## src/rtl/app_seq_mult_unsigned6x6.sv

```systemverilog
// rtl/app_seq_mult_unsigned6x6.sv - sequential radix-4 multiplier driving an external 2-bit partial-product layer
module app_seq_mult_unsigned6x6 #(
  parameter int width1 = 6
) (
  input  logic                  clk,
  input  logic                  rst_n,
  input  logic                  in_valid,
  output logic                  in_ready,
  input  logic [width1-1:0]     A,
  input  logic [5:0]            B,
  output logic [width1-1:0]     lay_A,
  output logic                  lay_B_low,
  output logic                  lay_B_high,
  output logic                  lay_cin,
  input  logic [width1+1:0]     lay_sum,
  output logic                  out_valid,
  input  logic                  out_ready,
  output logic [width1+5:0]     product,
  output logic                  ovf
);

  localparam int W = width1 + 6;

  typedef enum logic [1:0] {
    IDLE = 2'd0,
    RUN  = 2'd1,
    DONE = 2'd2
  } state_t;

  state_t            state_q, state_d;
  logic [1:0]        k_q, k_d;
  logic [width1-1:0] a_q, a_d;
  logic [5:0]        b_q, b_d;
  logic [W-1:0]      acc_q, acc_d;
  logic              ovf_acc_q, ovf_acc_d;
  logic [W-1:0]      product_q, product_d;
  logic              ovf_q, ovf_d;
  logic              out_valid_q, out_valid_d;

  logic [2:0]        shift_amt;
  logic [W-1:0]      addend;
  logic [W:0]        sum_w;
  logic [5:0]        b_rest;

  always_ff @(posedge clk) begin
    if (!rst_n) begin
      state_q     <= IDLE;
      k_q         <= 2'd0;
      a_q         <= '0;
      b_q         <= '0;
      acc_q       <= '0;
      ovf_acc_q   <= 1'b0;
      product_q   <= '0;
      ovf_q       <= 1'b0;
      out_valid_q <= 1'b0;
    end else begin
      state_q     <= state_d;
      k_q         <= k_d;
      a_q         <= a_d;
      b_q         <= b_d;
      acc_q       <= acc_d;
      ovf_acc_q   <= ovf_acc_d;
      product_q   <= product_d;
      ovf_q       <= ovf_d;
      out_valid_q <= out_valid_d;
    end
  end

  // Slice k weighs 4^k; the extra top bit of sum_w is the accumulator carry-out.
  always_comb begin
    shift_amt = {k_q, 1'b0};
    addend    = {4'b0000, lay_sum} << shift_amt;
    sum_w     = {1'b0, acc_q} + {1'b0, addend};
    b_rest    = b_q >> (shift_amt + 3'd2);
  end

  always_comb begin
    state_d     = state_q;
    k_d         = k_q;
    a_d         = a_q;
    b_d         = b_q;
    acc_d       = acc_q;
    ovf_acc_d   = ovf_acc_q;
    product_d   = product_q;
    ovf_d       = ovf_q;
    out_valid_d = out_valid_q;
    case (state_q)
      IDLE: begin
        if (in_valid) begin
          a_d       = A;
          b_d       = B;
          acc_d     = '0;
          ovf_acc_d = 1'b0;
          k_d       = 2'd0;
          state_d   = RUN;
        end
      end
      RUN: begin
        acc_d     = sum_w[W-1:0];
        ovf_acc_d = ovf_acc_q | sum_w[W];
        // Stop once the remaining multiplier slices are all zero.
        if (k_q == 2'd2 || b_rest == 6'd0) begin
          state_d     = DONE;
          product_d   = sum_w[W-1:0];
          ovf_d       = ovf_acc_q | sum_w[W];
          out_valid_d = 1'b1;
        end else begin
          k_d = k_q + 2'd1;
        end
      end
      DONE: begin
        if (out_ready) begin
          out_valid_d = 1'b0;
          state_d     = IDLE;
        end
      end
      default: begin
        state_d     = IDLE;
        out_valid_d = 1'b0;
      end
    endcase
  end

  always_comb begin
    in_ready   = (state_q == IDLE);
    lay_A      = '0;
    lay_B_low  = 1'b0;
    lay_B_high = 1'b0;
    lay_cin    = 1'b0;
    if (state_q == RUN) begin
      lay_A      = a_q;
      lay_B_low  = b_q[shift_amt];
      lay_B_high = b_q[shift_amt + 3'd1];
    end
    out_valid = out_valid_q;
    product   = product_q;
    ovf       = ovf_q;
  end

endmodule
```

## config.mk

```make
export PLATFORM = sky130hd
export DESIGN_NAME = app_seq_mult_unsigned6x6
export DESIGN_NICKNAME = d
export VERILOG_FILES = /design/src/rtl/app_seq_mult_unsigned6x6.sv
export SDC_FILE = /design/constraint.sdc
export NUM_CORES = 1
export LEC_CHECK = 0
export ABC_AREA = 1
export CAP_MARGIN = 15
export CORE_UTILIZATION = 52
export CTS_CLUSTER_SIZE = 25
export DETAILED_ROUTE_END_ITERATION = 10
export GPL_ROUTABILITY_DRIVEN = 1
export PLACE_DENSITY = 0.83
export SLEW_MARGIN = 20
export SYNTH_ARGS = -nofsm -noshare
export SYNTH_HDL_FRONTEND = slang
export SYNTH_SLANG_ARGS = --single-unit
```

## constraint.sdc

```tcl
create_clock -name clk -period 5.9 [get_ports clk]
set_input_delay 0.885 -clock clk [delete_from_list [all_inputs] [get_ports clk]]
set_output_delay 0.885 -clock clk [all_outputs]
set_load 0.02 [all_outputs]
```

-- Word level (Yosys, flattened, before mapping)
Cells that the tools add are included.
- $add $sub $neg: 4
- order comparisons: 2
- equal/unequal tests: 7
- shift operators: 2
- multiplexer cells: 21
- bitwise gates (word level): 2
- reductions and logical operators: 10
- operator list (cell ; count):
    $pmux 12 s2 ; 1
    $add 12x12->13 ; 1
    $mux 12 ; 1
    $shl 8x3->12 ; 1
    $mux 2 ; 5
    $reduce_and 3->1 ; 3
    $lt 3x4->1 const B ; 2
    $ne 2x2->1 const B ; 4
    $mux 1 ; 7
    $logic_not 6->1 ; 1
    $mux 6 ; 1
    $pmux 2 s3 ; 1
    $reduce_and 2->1 ; 3
    $shr 6x3->6 ; 1
    $eq 2x2->1 const B ; 2
    $pmux 2 s2 ; 1
    $add 3x1->3 const B ; 1
    $add 3x2->3 const B ; 1
    $bmux 1 s3 ; 1
    $pmux 1 s3 ; 1
    $add 2x1->2 const B ; 1
    $bmux 1 s2 ; 1
    $eq 2x1->1 const B ; 1
    $logic_not 2->1 ; 1
    5 further kinds ; 5
- register bits: 43
- output and inout bits: 24

-- Depth between registers and ports, before layout
- word-level depth: 6
- mapped depth: 16

-- Worst setup path before layout
No wires, ideal clock.
- kind: in2reg
- start point: in lay_sum[0]
- end point: reg product_q[6], in the netlist product[6]
- library setup time: 0.068 ns
- arrival: 2.254 ns
- slack: 3.579 ns
- stages: 11
- path buffers: 0
- cells stage by stage: nand2_1 -> nor2_1 -> ha_1 -> fa_1 -> nand3_1 -> nand3_1 -> nand2_1 -> nand2_1 -> xor2_1 -> nand2_1 -> a21oi_2
- longest elaborated chain between the ends: 2
- ends and longest elaborated chain (element ; line ; RTL):
    from (decl) ; 15 ; input logic [width1+1:0] lay_sum,
    $shl 8x3->12 ; 72 ; addend = {4'b0000, lay_sum} << shift_amt;
    $add 12x12->13 ; 73 ; sum_w = {1'b0, acc_q} + {1'b0, addend};
    to (signal assigned) ; 63 ; product_q <= product_d;
    to (decl) ; 36 ; logic [W-1:0] product_q, product_d;
No other way between the ends.
A chain may end at the register's enable or synchronous reset.

-- Worst setup path in the final report
- start point: reg k_q[1]
- end point: out lay_B_low
- longest elaborated chain between the ends: 3
- ends and longest elaborated chain (element ; line ; RTL):
    from (decl) ; 31 ; logic [1:0] k_q, k_d;
    from (signal assigned) ; 58 ; k_q <= k_d;
    $bmux 1 s2 ; 132 ; lay_B_low = b_q[shift_amt];
    $mux 1 (implied by the code) ; 132 ;
    $mux 1 ; 130 ; if (state_q == RUN) begin
    to (decl) ; 12 ; output logic lay_B_low,
No other way between the ends. The select of a mux whose other input is x is not followed.

==> impl_metrics.env <==
export IMPL_ys_ff_latch=43
export IMPL_antenna_found_initial=0
export IMPL_cp_start_kind="flop"
export IMPL_layout_commonest_cell="nand2_1"
export IMPL_holdBufCountCts=0
export IMPL_irDropWorstVdd_uv=164.2
export IMPL_worstPathRequired_ns=5.02
export IMPL_clk_pin_slew_ns=0.08
export IMPL_cts_htree_levels=2
export IMPL_critical_path_endpoint="lay_B_low"
export IMPL_final_cell_mix="95 x nand2_1, 46 x clkdlybuf4s50_1, 43 x nor2_1, 43 x dfxtp_1, 39 x inv_1"
export IMPL_grt_usage=0.2574
export IMPL_cts_buffers=5
export IMPL_relSlewSlack=0.3876
export IMPL_max_freq_mhz=332.8
export IMPL_grt_pass1_vias=2258
export IMPL_crit_path_end_kind="output port"
export IMPL_finalWirelength_um=6259
export IMPL_regToRegEndpoint="product[6]"
export IMPL_rsz0062_at_grt="no"
export IMPL_initial_utilization=0.5433
export IMPL_synth_edff_count=0
export IMPL_yosysSeqAreaShare=0.3354
export IMPL_final_hold_viol_count=0
export IMPL_routabilityCongestion=0.9560
export IMPL_boundaryPins=48
export IMPL_nFillCells=433
export IMPL_crit_start="k_q[1]"
export IMPL_fp_coreArea_um2=4723
export IMPL_ant_nets=0
export IMPL_max_cap_violations=0
export IMPL_min_period_ns=3.005
export IMPL_synthFlopType="dfxtp_1"
export IMPL_arrival_ns=2.12
export IMPL_holdWs_ns=0.4577
export IMPL_setup_worst_path_class="reg2out"
export IMPL_yosysWarnings=0
export IMPL_layout_area_overhead_vs_synth_pct=21.11
export IMPL_route_detailed_drc=0
export IMPL_clock_skew_ns=0.004374
export IMPL_yosys_area_top_type_share=0.3354
export IMPL_dpl_cell_count=472
export IMPL_avgViaCountPerCell=5.252
export IMPL_hold_path_class="reg2reg"
export IMPL_die_x_um=72.25
export IMPL_postCtsSetupRepairBufs=0
export IMPL_setup_viol=0
export IMPL_place_ws_ns=2.827
export IMPL_r2r_start="k_q[0]"
export IMPL_yosysTopAreaCell="dfxtp_1"
export IMPL_tightest_slew_ns=0.9176
export IMPL_clock_latency_ns=0.30
export IMPL_cts_tree="done"
export IMPL_die_height_um=72.25
export IMPL_final_setup_worst_slack_ns=2.895
export IMPL_rows=25
export IMPL_n_antenna_cell=0
export IMPL_first_iter_violations=162
export IMPL_post_drt_wl_per_cell_um=13.04
export IMPL_outcome="finished, final reports clean"
export IMPL_ctsResizeCount=0
export IMPL_port_buffers=46
export IMPL_r2r_setup_slack_ns=3.25
export IMPL_path_max_fanout=15
export IMPL_setup_total_negative_slack_ns=0
export IMPL_grt_max_degree=26
export IMPL_netlist_cell_type_count=35
export IMPL_cts_sinks=43
export IMPL_period_share=0.5094
export IMPL_drt_first_pass_iters=5
export IMPL_instances_no_fill=480
export IMPL_async_flop_share=0
export IMPL_reg2regPathDepth=12
export IMPL_syn_inst=374
export IMPL_netlist_area_um2=2566
export IMPL_dpl_hpwl_um=4668
export IMPL_die_area_um2=5220
export IMPL_grt_pass1_wl_um=10340
export IMPL_syn_nets=412
export IMPL_dr_total_vias=2521
export IMPL_avgSynthCellArea_um2=6.862
export IMPL_fin_nets=450
export IMPL_p_leak_uw=0.001366
export IMPL_drive_gt1_frac=0.06538
export IMPL_cts_buffer_depth=2
export IMPL_drv_slew=0
export IMPL_overflow=0
export IMPL_synth_area_leaders="dfxtp_1 34%, nand2_1 14%, a21oi_1 6.8%"
export IMPL_powerDensity_nw_per_um2=257.0
export IMPL_cts_root_buf="clkbuf_8"
-- layout make-up --
cell class | instances | area, um^2 | area share
Clock inverter | 2 | 12.51 | 0.004026
Multi-Input combinational cell | 272 | 1445 | 0.4650
Clock buffer | 6 | 72.57 | 0.02335
Inverter | 44 | 172.7 | 0.05556
Tap cell | 67 | 83.83 | 0.02697
Sequential cell | 43 | 860.8 | 0.2770
Timing Repair Buffer | 46 | 460.4 | 0.1481
-- worst max-delay path, stage by stage (launching register included) --
cell and delay, ns:
dfxtp_1 0.63, clkinv_1 0.35, o211ai_1 0.19, a21oi_1 0.10, clkdlybuf4s50_1 0.55
-- through the flow --
step	total power, uW	utilization	instance area [um^2]
final	798.8	0.6580	3108
after global routing	850.7	0.6580	3108
after CTS	802.8	0.6580	3108
after detailed placement	619.7	0.6400	3023
after global placement	612.2	0.6400	3023
after floorplan	538.9	-	2566
-- report_power, final --
group,leakage [uW],internal (uW),total (uW),switching [uW]
combinational,0.000973,107,272,165
sequential,0.000352,319,342,23.2
clock,0.0000412,82.8,184,101
-- sequential cells by signal, summed over array words and instances, names as in the netlist --
signal / count
b_q: 6
acc_q: 12
out_valid: 1
ovf_acc_q: 1
a_q: 6
product: 12
ovf: 1
k_q: 2
state_q: 2
-- cells by family (layout without fill, tap and decap cells) --
group | Yosys count | in the layout | synth area share
mux | 8 | 8 | 0.03121
xor+xnor | 6 | 6 | 0.02048
fa+ha+maj | 14 | 14 | 0.07119
simple gates | 174 | 174 | 0.2886
flops | 43 | 43 | 0.3354
buf+inv | 59 | 98 | 0.1014
other cells | 1 | 1 | 0.001461
compound gates | 69 | 69 | 0.1502
-- synthesized netlist by cell type (all sizes together) (2+ instances only) --
library cell,n
a21oi,40
buf,6
clkbuf,9
dfxtp,43
ha,13
inv,43
mux2i,8
nand2,99
nand3,22
nand4,5
nor2,45
nor3,2
o21ai,26
xor2,6
-- worst min path at each step --
| stage | cells after the start | slack (ns) | endpoint | from |
|---|---|---|---|---|
| after detailed placement | 2 | 0.45 | a_q[2] | a_q[2] |
| after global routing | 2 | 0.48 | a_q[4] | a_q[4] |
| after CTS | 2 | 0.46 | a_q[1] | a_q[1] |
| after floorplan | 2 | 0.43 | a_q[0] | a_q[0] |
| final | 2 | 0.46 | a_q[1] | a_q[1] |
| after global placement | 2 | 0.44 | a_q[1] | a_q[1] |
-- layer usage --
metal,part of all wire,GRT usage
met5,0,0
met3,0.057,0.04306
met1,0.42,0.3174
met4,0.021,0.09586
met2,0.50,0.4496
Power figures use the tool's default switching activity.
